## config.mk

```make
export PLATFORM = sky130hd
export DESIGN_NAME = imem_dmem_arbiter
export DESIGN_NICKNAME = d
export VERILOG_FILES = /design/src/rtl/arb_pkg.sv /design/src/rtl/imem_dmem_arbiter.sv
export SDC_FILE = /design/constraint.sdc
export NUM_CORES = 1
export LEC_CHECK = 0
export BUFFER_PORTS_ARGS = -buffer_cell sky130_fd_sc_hd__buf_2
export CORE_AREA = 2 2 98 100
export DETAILED_ROUTE_END_ITERATION = 7
export DIE_AREA = 0 0 100 102
export PLACE_DENSITY = 0.56
export SLEW_MARGIN = 20
export SYNTH_ARGS = -nofsm -noshare
export SYNTH_HDL_FRONTEND = slang
export SYNTH_SLANG_ARGS = --single-unit
```

## constraint.sdc

```tcl
create_clock -name clk_i -period 2.8 [get_ports clk_i]
set_input_delay 0.56 -clock clk_i [delete_from_list [all_inputs] [get_ports clk_i]]
set_output_delay 0.56 -clock clk_i [all_outputs]
set_load 0.01 [all_outputs]
```

## src/rtl/arb_pkg.sv

```systemverilog
// Shared types and default constants for the instruction/data SRAM arbiter.
package arb_pkg;

    localparam int unsigned ARB_ADDR_W        = 11;
    localparam int unsigned ARB_MAX_LS_STREAK = 4;

    // Which requester owns the response arriving next cycle
    typedef enum logic [1:0] {
        OWN_NONE,
        OWN_IF,
        OWN_LS
    } owner_e;

endpackage

```

## src/rtl/imem_dmem_arbiter.sv

```systemverilog
// Single-port SRAM arbiter between instruction fetch and the load/store unit.
// LSU wins conflicts until it has been granted MAX_LS_STREAK times in a row
// while fetch waited; then fetch gets one grant and the streak restarts.
module imem_dmem_arbiter
    import arb_pkg::*;
#(
    parameter int unsigned ADDR_W        = ARB_ADDR_W,
    parameter int unsigned MAX_LS_STREAK = ARB_MAX_LS_STREAK
) (
    input  logic              clk_i,
    input  logic              rst_ni,

    input  logic              if_req_i,
    input  logic [31:0]       if_addr_i,
    output logic              if_gnt_o,
    output logic              if_rvalid_o,
    output logic [31:0]       if_rdata_o,

    input  logic              ls_req_i,
    input  logic              ls_we_i,
    input  logic [3:0]        ls_be_i,
    input  logic [31:0]       ls_addr_i,
    input  logic [31:0]       ls_wdata_i,
    output logic              ls_gnt_o,
    output logic              ls_rvalid_o,
    output logic [31:0]       ls_rdata_o,

    output logic              mem_req_o,
    output logic              mem_we_o,
    output logic [3:0]        mem_be_o,
    output logic [ADDR_W-1:0] mem_addr_o,
    output logic [31:0]       mem_wdata_o,
    input  logic [31:0]       mem_rdata_i
);

    localparam int unsigned STREAK_W = 4;
    localparam logic [STREAK_W-1:0] STREAK_MAX = STREAK_W'(MAX_LS_STREAK);

    owner_e              owner_q, owner_d;
    logic [STREAK_W-1:0] streak_q, streak_d;
    logic                ls_load_q, ls_load_d;

    // Byte-offset and out-of-range address bits are intentionally dropped
    logic unused_addr_bits;
    assign unused_addr_bits = ^{if_addr_i[31:ADDR_W+2], if_addr_i[1:0],
                                ls_addr_i[31:ADDR_W+2], ls_addr_i[1:0]};

    // Grant decision, streak update, SRAM port mux and response demux
    always_comb begin
        if_gnt_o    = 1'b0;
        ls_gnt_o    = 1'b0;
        mem_req_o   = 1'b0;
        mem_we_o    = 1'b0;
        mem_be_o    = 4'h0;
        mem_addr_o  = '0;
        mem_wdata_o = 32'h0;
        if_rvalid_o = 1'b0;
        if_rdata_o  = 32'h0;
        ls_rvalid_o = 1'b0;
        ls_rdata_o  = 32'h0;
        owner_d     = OWN_NONE;
        streak_d    = '0;
        ls_load_d   = 1'b0;

        if (rst_ni) begin
            if (if_req_i && ls_req_i) begin
                if (streak_q == STREAK_MAX) begin
                    if_gnt_o = 1'b1;
                end else begin
                    ls_gnt_o = 1'b1;
                end
            end else begin
                if_gnt_o = if_req_i;
                ls_gnt_o = ls_req_i;
            end
        end

        // Streak only grows while fetch is actually being held off
        if (ls_gnt_o && if_req_i) begin
            streak_d = (streak_q == STREAK_MAX) ? streak_q : streak_q + STREAK_W'(1);
        end

        if (if_gnt_o) begin
            mem_req_o  = 1'b1;
            mem_be_o   = 4'hF;
            mem_addr_o = if_addr_i[ADDR_W+1:2];
            owner_d    = OWN_IF;
        end else if (ls_gnt_o) begin
            mem_req_o   = 1'b1;
            mem_we_o    = ls_we_i;
            mem_be_o    = ls_be_i;
            mem_addr_o  = ls_addr_i[ADDR_W+1:2];
            mem_wdata_o = ls_wdata_i;
            owner_d     = OWN_LS;
            ls_load_d   = ~ls_we_i;
        end

        // A response in flight when reset asserts is dropped
        if (rst_ni && owner_q == OWN_IF) begin
            if_rvalid_o = 1'b1;
            if_rdata_o  = mem_rdata_i;
        end
        if (rst_ni && owner_q == OWN_LS) begin
            ls_rvalid_o = 1'b1;
            ls_rdata_o  = ls_load_q ? mem_rdata_i : 32'h0;
        end
    end

    // Response owner, load flag and streak registers
    always_ff @(posedge clk_i) begin
        if (!rst_ni) begin
            owner_q   <= OWN_NONE;
            streak_q  <= '0;
            ls_load_q <= 1'b0;
        end else begin
            owner_q   <= owner_d;
            streak_q  <= streak_d;
            ls_load_q <= ls_load_d;
        end
    end

endmodule

```

==> impl_metrics.toml, run 1 <==
[synthesis]
synth-seq-area-share_pct = 12.2
synth_area_per_cell_um2 = 7.22
async_flop_share_pct = 0
ys_top_cells_by_area = "and2_1 53%, dfxtp_1 12%, a22o_1 8.4%, a31o_2 3.1%, ha_1 2.2%"
yosys.area.top_type = "and2_1"
syn_nets = 298
synthesis.area_um2 = 1150
postSynthCellCount = 159
yosys_warnings = 0
synth.top_cell.area_share_pct = 52.9
synth_seq_cells = 7
synth-edff-count = 0
synthFlopType = "dfxtp_1"
synth_cell_types = 24

[pwr]
p_leak_nw = 1.52
swShare_pct = 31.2
netSwitchingPower_mw = 0.139
power_frac_clock_pct = 32.0
seqPwrFrac_pct = 23.5
p_comb_share_pct = 44.5
intPower_mw = 0.306
peakVddDrop_uv = 87.3
pwr_density_cell_nw_per_um2 = 191

[clocking]
cts_inserted_buffers = 3
cts_sinks = 7
clock_path_buffers = 2
cts_resized = 0
cts-root-buf = "clkbuf_8"
htree_levels = 1
clk_pin_slew_ps = 40
insertion_delay_ps = 230
cts_setup_buffers = 0
postCtsHoldBufs = 0
cts_tree = "yes"

[routing]
num_vias = 1875
post_drt_via_cell_ratio = 3.95
drc = 0
wl_per_cell_um = 11.6
drtIter0Drc = 16
ant_nets = 0
routed_wl_um = 5520
firstDrtPassIters = 4

[floorplan]
top_level_ports = 254
rows = 35
die_x_um = 100
core_um2 = 9110
die_h_um = 102
initial_utilization_pct = 12.6
die-area_um2 = 10200

[grt]
grt_use_total_pct = 9.10
antenna_found_initial = 0
first_global_vias = 1552
grt_overflow = 0
grt_max_degree = 47
grt_pass1_wl_um = 7210

[finish]
nNetsFinal = 504
syn2layout_area_growth_pct = 103
diodes = 0
drive_gt1_share_pct = 61.8
stdcell_area_um2 = 2330

[setup_path]
path_class = "reg -> out"
cp-end-kind = "output pin"
critPathBufInv = 3
arrival_ps = 1810
path_max_fanout = 46
start_kind = "flip-flop"
critPathTopFamily = "buffers and inverters"
max_stage_delay_ps = 360
cpMaxStageDelayCell = "dfxtp_1"
critPathRequiredTime_ps = 2240
cp_cell_sequence = "inv_1, ha_1, nand3b_4, o211a_1, buf_4, and2_1, buf_2"

[timing]
clock.fmax_mhz = 421
skew_ps = 3.40
fin_crit_ps = 2370
rsz0062_at_grt = "false"
hold_viol = 0
max_slew_margin_pct = 76.4
finalSetupViolations = 0
fin_crit_sh_pct = 84.8
whs_ps = 484
tightest_slew_ps = 354
tns_ps = 0
setup_ws_ps = 427
drv_slew = 0

[place]
placed_cell_area_um2 = 2290
portBuffers = 211
dpl_worst_slack_ps = 522
place_congestion = 0.755
dp.final_hpwl_um = 4830

[run]
cap_violations = 0

[hold_path]
hold_path.class = "reg -> reg"

[outcome]
status = "finished, final reports clean"
==> flip-flops by register name (all words and copies together) (netlist names) <==
register	cells
owner_q	2
ls_load_q	1
streak_q	4
==> Yosys cell counts (2+ instances only) <==
cell       n
clkbuf_1   6
buf_2      3
dfxtp_1    7
a22o_1    11
o211a_1    2
inv_1      4
buf_6      2
nor3_1     4
buf_4      3
and2_1    97
a31o_2     4
nand2_1    3
ha_1       2
==> worst register-to-register path: stages, from the launching register on <==
cell and delay, ps:
dfxtp_1 360, inv_1 60, ha_1 220, nand3b_4 110
o211a_1 140, buf_4 320, nor2b_1 220
==> metal layers <==
metal,wire length [um],global-route usage [%],vias to the layer above
met4,74,3.48,0
met5,0,0,-
met3,587,1.16,10
met2,2920,19.0,155
li1,-,-,918
met1,1930,9.04,792
==> worst paths after layout <==
kind | slack, ps | depth (start not counted) | endpoint | from
worst min register to register | 480 | 1 | streak_q[0] | streak_q[0]
worst max-delay path | 430 | 7 | mem_wdata_o[30] | streak_q[0]
worst max register to register | 1290 | 6 | ls_load_q | streak_q[0]
worst min-delay path | 480 | 1 | streak_q[0] | streak_q[0]
==> cell families (layout without fill, tap and decap cells) <==
| group | Yosys count | in the layout | share of synthesized area, % |
|---|---|---|---|
| flops | 7 | 7 | 12.2 |
| buf+inv | 18 | 223 | 8.50 |
| simple gates | 110 | 110 | 60.5 |
| compound gates | 20 | 20 | 15.0 |
| fa+ha+maj | 2 | 2 | 2.18 |
| xor+xnor | 2 | 2 | 1.53 |
==> power groups by stage <==
| stage | clock network (mW) | registers (mW) | logic, mW |
|---|---|---|---|
| 4_1_cts | 0.145 | 0.104 | 0.202 |
| 3_3_place_gp | 0 | 0.106 | 0.200 |
| 3_5_place_dp | 0 | 0.106 | 0.202 |
| 6_report | 0.143 | 0.104 | 0.198 |
| 2_1_floorplan | 0 | 0.106 | 0.0866 |
| 5_1_grt | 0.151 | 0.105 | 0.218 |
==> through the flow <==
| step | power [mW] | utilization (%) | instances |
|---|---|---|---|
| floorplan | 0.192 | - | 159 |
| global placement | 0.306 | 25.1 | 471 |
| detailed placement | 0.308 | 25.1 | 471 |
| CTS | 0.452 | 25.6 | 475 |
| global route | 0.474 | 25.6 | 475 |
| finish | 0.445 | 25.6 | 475 |
==> cell type report <==
cell class / instances / area [um^2]
inverters: 4 / 15.0
repair buffers: 215 / 1090
well taps: 111 / 139
fillers: 1007 / 6770
multi-input cells: 134 / 910
clock buffers: 4 / 45.0
flip-flops and latches: 7 / 140
==> layout by cell type (no fill, tap or decap) <==
cell      count
buf_2       211
and2_1       97
a22o_1       11
dfxtp_1       7
inv_1         4
a31o_2        4
nor3_1        4
buf_4         4
nand2_1       3
clkbuf_8      3
o211a_1       2
ha_1          2
nand3b_4      1
a21oi_2       1
and3b_1       1
nor2_1        1
nor3b_2       1
o21a_1        1
nor2b_1       1
xnor2_1       1
a21oi_1       1
nand3_1       1
xor2_1        1
clkbuf_1      1
(Power assumes the default switching activity.)
==> inputs of run 2 (changes only) <==
--- a/config.mk
+++ b/config.mk
@@ -5,11 +5,12 @@
 export SDC_FILE = /design/constraint.sdc
 export NUM_CORES = 1
 export LEC_CHECK = 0
+export ABC_AREA = 1
 export BUFFER_PORTS_ARGS = -buffer_cell sky130_fd_sc_hd__buf_2
-export CORE_AREA = 2 2 98 100
+export CORE_AREA = 2 2 99 101
 export DETAILED_ROUTE_END_ITERATION = 7
-export DIE_AREA = 0 0 100 102
-export PLACE_DENSITY = 0.56
+export DIE_AREA = 0 0 101 103
+export PLACE_DENSITY = 0.59
 export SLEW_MARGIN = 20
 export SYNTH_ARGS = -nofsm -noshare
 export SYNTH_HDL_FRONTEND = slang
==> constraint.sdc (replaced) <==
create_clock -name clk_i -period 2.11 [get_ports clk_i]
set_input_delay 0.422 -clock clk_i [delete_from_list [all_inputs] [get_ports clk_i]]
set_output_delay 0.422 -clock clk_i [all_outputs]
set_load 0.01 [all_outputs]
==> impl_metrics.toml, run 2 <==
[finish]
nNetsFinal = 611
diodes = 0
regArea_um2 = 140
multi_input_area_um2 = 763
reg_top3 = "streak_q: 4 flops, owner_q: 2 flops, ls_load_q: 1 flops"
layout_commonest_cell = "buf_2"
syn2layout_area_growth_pct = 91.0
top_register = "streak_q"
stdcell_area_um2 = 2490
layout_common_cells = "211 x buf_2, 90 x nor2_1, 76 x inv_1"
utilization_pct = 26.4
largest_reg_flops = 4
drive_gt1_share_pct = 50.7
nFillCells = 1112
instances_no_fill = 585

[routing]
met1Wirelength_um = 2110
routed_wl_um = 5540
drtIter0Drc = 32
drc = 0
dr_wl_met3_um = 580
firstDrtPassIters = 4
post_drt_via_cell_ratio = 3.73
dr.max_layer_used = "met4"
ant_nets = 0
dr_wl_met2_um = 2830
wl_per_cell_um = 9.48
num_vias = 2180

[setup_path]
max_stage_delay_ps = 370
cp_cell_sequence = "inv_1, ha_1, nand3_2, nand2_1, buf_4, nand3_1, nand2_1, buf_2"
critPathRequiredTime_ps = 1690
path_max_fanout = 11
critPathBufInv = 3
cp-end-kind = "output pin"
r2r-start = "streak_q[1]"
worstSetupStartpoint = "streak_q[0]"
path_class = "reg -> out"
critPathTopFamily = "flip-flops"
arrival_ps = 1540
cpMaxStageDelayCell = "dfxtp_1"
start_kind = "flip-flop"
crit_top_cell = "nand2_1"

[floorplan]
die_h_um = 103
core_um2 = 9460
die_x_um = 101
initial_utilization_pct = 13.8
rows = 36
top_level_ports = 254
die-area_um2 = 10400

[timing]
skew_ps = 5.07
finalSetupViolations = 0
setup_ws_ps = 148
drv_slew = 0
rsz0062_at_grt = "false"
fin_crit_sh_pct = 93.0
clock.fmax_mhz = 510
tightest_slew_ps = 395
max_slew_margin_pct = 73.7
hold_viol = 0
tns_ps = 0
whs_ps = 375
fin_crit_ps = 1960

[synthesis]
synth_seq_cells = 7
synth-seq-area-share_pct = 10.7
syn_nets = 402
synthesis.area_um2 = 1310
synth.most_common_cell = "nor2_1"
synthTopCellsByCount = "90 x nor2_1, 76 x inv_1, 29 x nand3_1, 24 x nand2_1, 10 x nor2_2"
postSynthCellCount = 263
synth.top_cell.area_share_pct = 25.9
synth_area_per_cell_um2 = 4.97
ys_top_cells_by_area = "nor2_1 26%, inv_1 22%, nand3_1 11%, dfxtp_1 11%, nand2_1 6.9%"
synth-edff-count = 0
async_flop_share_pct = 0
yosys_warnings = 0
yosys.area.top_type = "nor2_1"
synth_cell_types = 19
synthFlopType = "dfxtp_1"

[hold_path]
hold_path.class = "in -> reg"
hp-start = "ls_we_i"

[place]
place_congestion = 0.758
portBuffers = 211
dpl_worst_slack_ps = 307
placed_cells = 581
dp.final_hpwl_um = 4650
placed_cell_area_um2 = 2430

[grt]
grt_pass1_wl_um = 7670
grt_overflow = 0
grt_use_total_pct = 9.24
grt_max_degree = 37
antenna_found_initial = 0
first_global_vias = 1804

[clocking]
cts-root-buf = "clkbuf_8"
postCtsHoldBufs = 0
htree_levels = 1
cts_sinks = 7
clk_pin_slew_ps = 40
insertion_delay_ps = 230
cts_setup_buffers = 0
clock_path_buffers = 2
cts_tree = "yes"
cts_inserted_buffers = 3

[run]
cap_violations = 0

[outcome]
status = "finished, final reports clean"

[pwr]
p_leak_nw = 1.91
peakVddDrop_uv = 139
total_power_mw = 0.637
pwr_density_cell_nw_per_um2 = 255
-- run 2: changes by cell type in the layout (fill, tap and decap cells not counted), sizes merged, moves of 11 or more --
cell,before,now
and2,97,0
nand2,3,26
nor2,1,101
inv,4,76
a22o,11,0
nand3,1,30
-- run 2: worst register-to-register path, cell delays in order, from the launching register on --
cell and delay (ps):
dfxtp_1 330, inv_1 70, ha_1 230, nand4_4 160, nand2_8 220, nor2_1 80
-- run 2: logic make-up (layout without fill, tap and decap cells) --
group           count (synthesis)  after routing  share of synthesized area [%]
simple gates                  160            160                           54.2
buf+inv                        91            299                           31.7
flops                           7              7                           10.7
fa+ha+maj                       2              2                           1.92
compound gates                  2              2                          0.766
xor+xnor                        1              1                          0.671
-- run 2: power by group --
group / internal, mW / leakage [nW] / total (mW) / switching (mW)
clock: 0.128 / 0.0255 / 0.190 / 0.0620
combinational: 0.142 / 1.82 / 0.307 / 0.166
sequential: 0.137 / 0.0572 / 0.139 / 0.00243
total: 0.407 / 1.91 / 0.637 / 0.230
-- run 2: path summary, 6_finish.rpt --
check / slack (ps) / depth (start not counted) / to
max: 150 / 8 / mem_addr_o[7]
min: 380 / 2 / ls_load_q
max reg2reg: 910 / 5 / ls_load_q
min reg2reg: 470 / 1 / streak_q[0]
-- run 2: cell type report --
| type | instances | area share [%] |
|---|---|---|
| Clock buffer | 3 | 1.65 |
| Tap cell | 114 | 5.72 |
| Timing Repair Buffer | 218 | 44.6 |
| Multi-Input combinational cell | 165 | 30.6 |
| Clock inverter | 1 | 0.201 |
| Sequential cell | 7 | 5.62 |
| Inverter | 77 | 11.6 |
-- run 2: layer usage --
layer | up-vias | global-route usage (%)
met3 | 4 | 1.69
met4 | 0 | 1.56
met2 | 129 | 19.7
met1 | 892 | 9.21
met5 | - | 0
li1 | 1155 | -
-- run 2: timing repair --
action                                  in CTS  in global routing
endpoints found under the setup margin       0                 31
endpoints found under the hold margin        0                  0
gates resized for setup                      0                  3
==> inputs of run 3 (changes only) <==
==> constraint.sdc (replaced) <==
create_clock -name clk_i -period 2.11 [get_ports clk_i]
set_input_delay 0.3165 -clock clk_i [delete_from_list [all_inputs] [get_ports clk_i]]
set_output_delay 0.3165 -clock clk_i [all_outputs]
set_load 0.01 [all_outputs]
==> impl_metrics.toml, run 3 (synthesis gave the netlist of run 2 again) <==
[timing]
setup_ws_ps = 200
drv_slew = 0
rsz0062_at_grt = "false"
fin_crit_ps = 1910
finalSetupViolations = 0
clock.fmax_mhz = 523
hold_viol = 0
whs_ps = 266
tns_ps = 0
max_slew_margin_pct = 75.5
fin_crit_sh_pct = 90.5
skew_ps = 3.11
tightest_slew_ps = 367

[setup_path]
arrival_ps = 1590
path_class = "reg -> out"
path_max_fanout = 36
rrSetupSlack_ps = 820
cp-end-kind = "output pin"
start_kind = "flip-flop"
critPathRequiredTime_ps = 1790

[finish]
regArea_um2 = 140
reg_top3 = "streak_q: 4 flops, owner_q: 2 flops, ls_load_q: 1 flops"
utilization_pct = 26.4
nNetsFinal = 610
multi_input_area_um2 = 752
layout_common_cells = "211 x buf_2, 90 x nor2_1, 76 x inv_1"
largest_reg_flops = 4
top_register = "streak_q"
drive_gt1_share_pct = 50.4
instances_no_fill = 584
stdcell_area_um2 = 2500
layout_commonest_cell = "buf_2"
nFillCells = 1131
syn2layout_area_growth_pct = 91.2
diodes = 0

[routing]
drtIter0Drc = 33
drc = 0
routed_wl_um = 5440
post_drt_via_cell_ratio = 3.71
firstDrtPassIters = 5
wl_per_cell_um = 9.32
ant_nets = 0
num_vias = 2169

[clocking]
clock_path_buffers = 2
clk_pin_slew_ps = 40
cts-root-buf = "clkbuf_8"
insertion_delay_ps = 230
htree_levels = 1
cts_tree = "yes"
cts_inserted_buffers = 3
cts_sinks = 7
postCtsHoldBufs = 0
cts_setup_buffers = 0
cts_resized = 0

[floorplan]
die_x_um = 101
core_um2 = 9460
top_level_ports = 254
die-area_um2 = 10400
die_h_um = 103
rows = 36
initial_utilization_pct = 13.8

[grt]
grt_overflow = 0
grt_max_degree = 37
grt_pass1_wl_um = 7580
first_global_vias = 1737
grt_use_total_pct = 9.07
antenna_found_initial = 0

[run]
cap_violations = 0

[place]
placed_cell_area_um2 = 2450
dp.final_hpwl_um = 4670
place_congestion = 0.774
placed_cells = 580
portBuffers = 211
dpl_worst_slack_ps = 417

[pwr]
peakVddDrop_uv = 143
p_leak_nw = 1.91
total_power_mw = 0.632
pwr_density_cell_nw_per_um2 = 253

[outcome]
status = "finished, final reports clean"

[hold_path]
hold_path.class = "in -> reg"
[run 3: layout make-up]
type / count / area share, %
clock buffers: 3 / 1.65
multi-input cells: 165 / 30.1
flip-flops and latches: 7 / 5.61
clock inverters: 1 / 0.200
repair buffers: 217 / 45.1
inverters: 77 / 11.6
well taps: 114 / 5.71
[run 3: worst paths after layout]
kind / start / to / cells after the start
max reg2reg: streak_q[1] / ls_load_q / 5
min: ls_we_i / ls_load_q / 2
max: streak_q[0] / mem_wdata_o[6] / 6
min reg2reg: streak_q[0] / streak_q[0] / 1
[run 3: critical path, stage by stage (launching register included)]
cell and delay (ps):
dfxtp_1 370, inv_1 60, ha_1 250, nand4_4 130, nand2_4 210, nor2_1 180, buf_2 150
[run 3: routing by layer]
layer,GRT usage [%],wire (um),vias up
li1,-,-,1152
met1,9.17,2020,883
met2,18.9,2760,130
met3,2.10,637,4
met4,1.56,23,0
met5,0,0,-
[run 3: power by group]
group          internal, mW  switching [mW]
Sequential            0.137         0.00246
Clock                 0.128          0.0590
Combinational         0.142           0.164
Total                 0.407           0.225
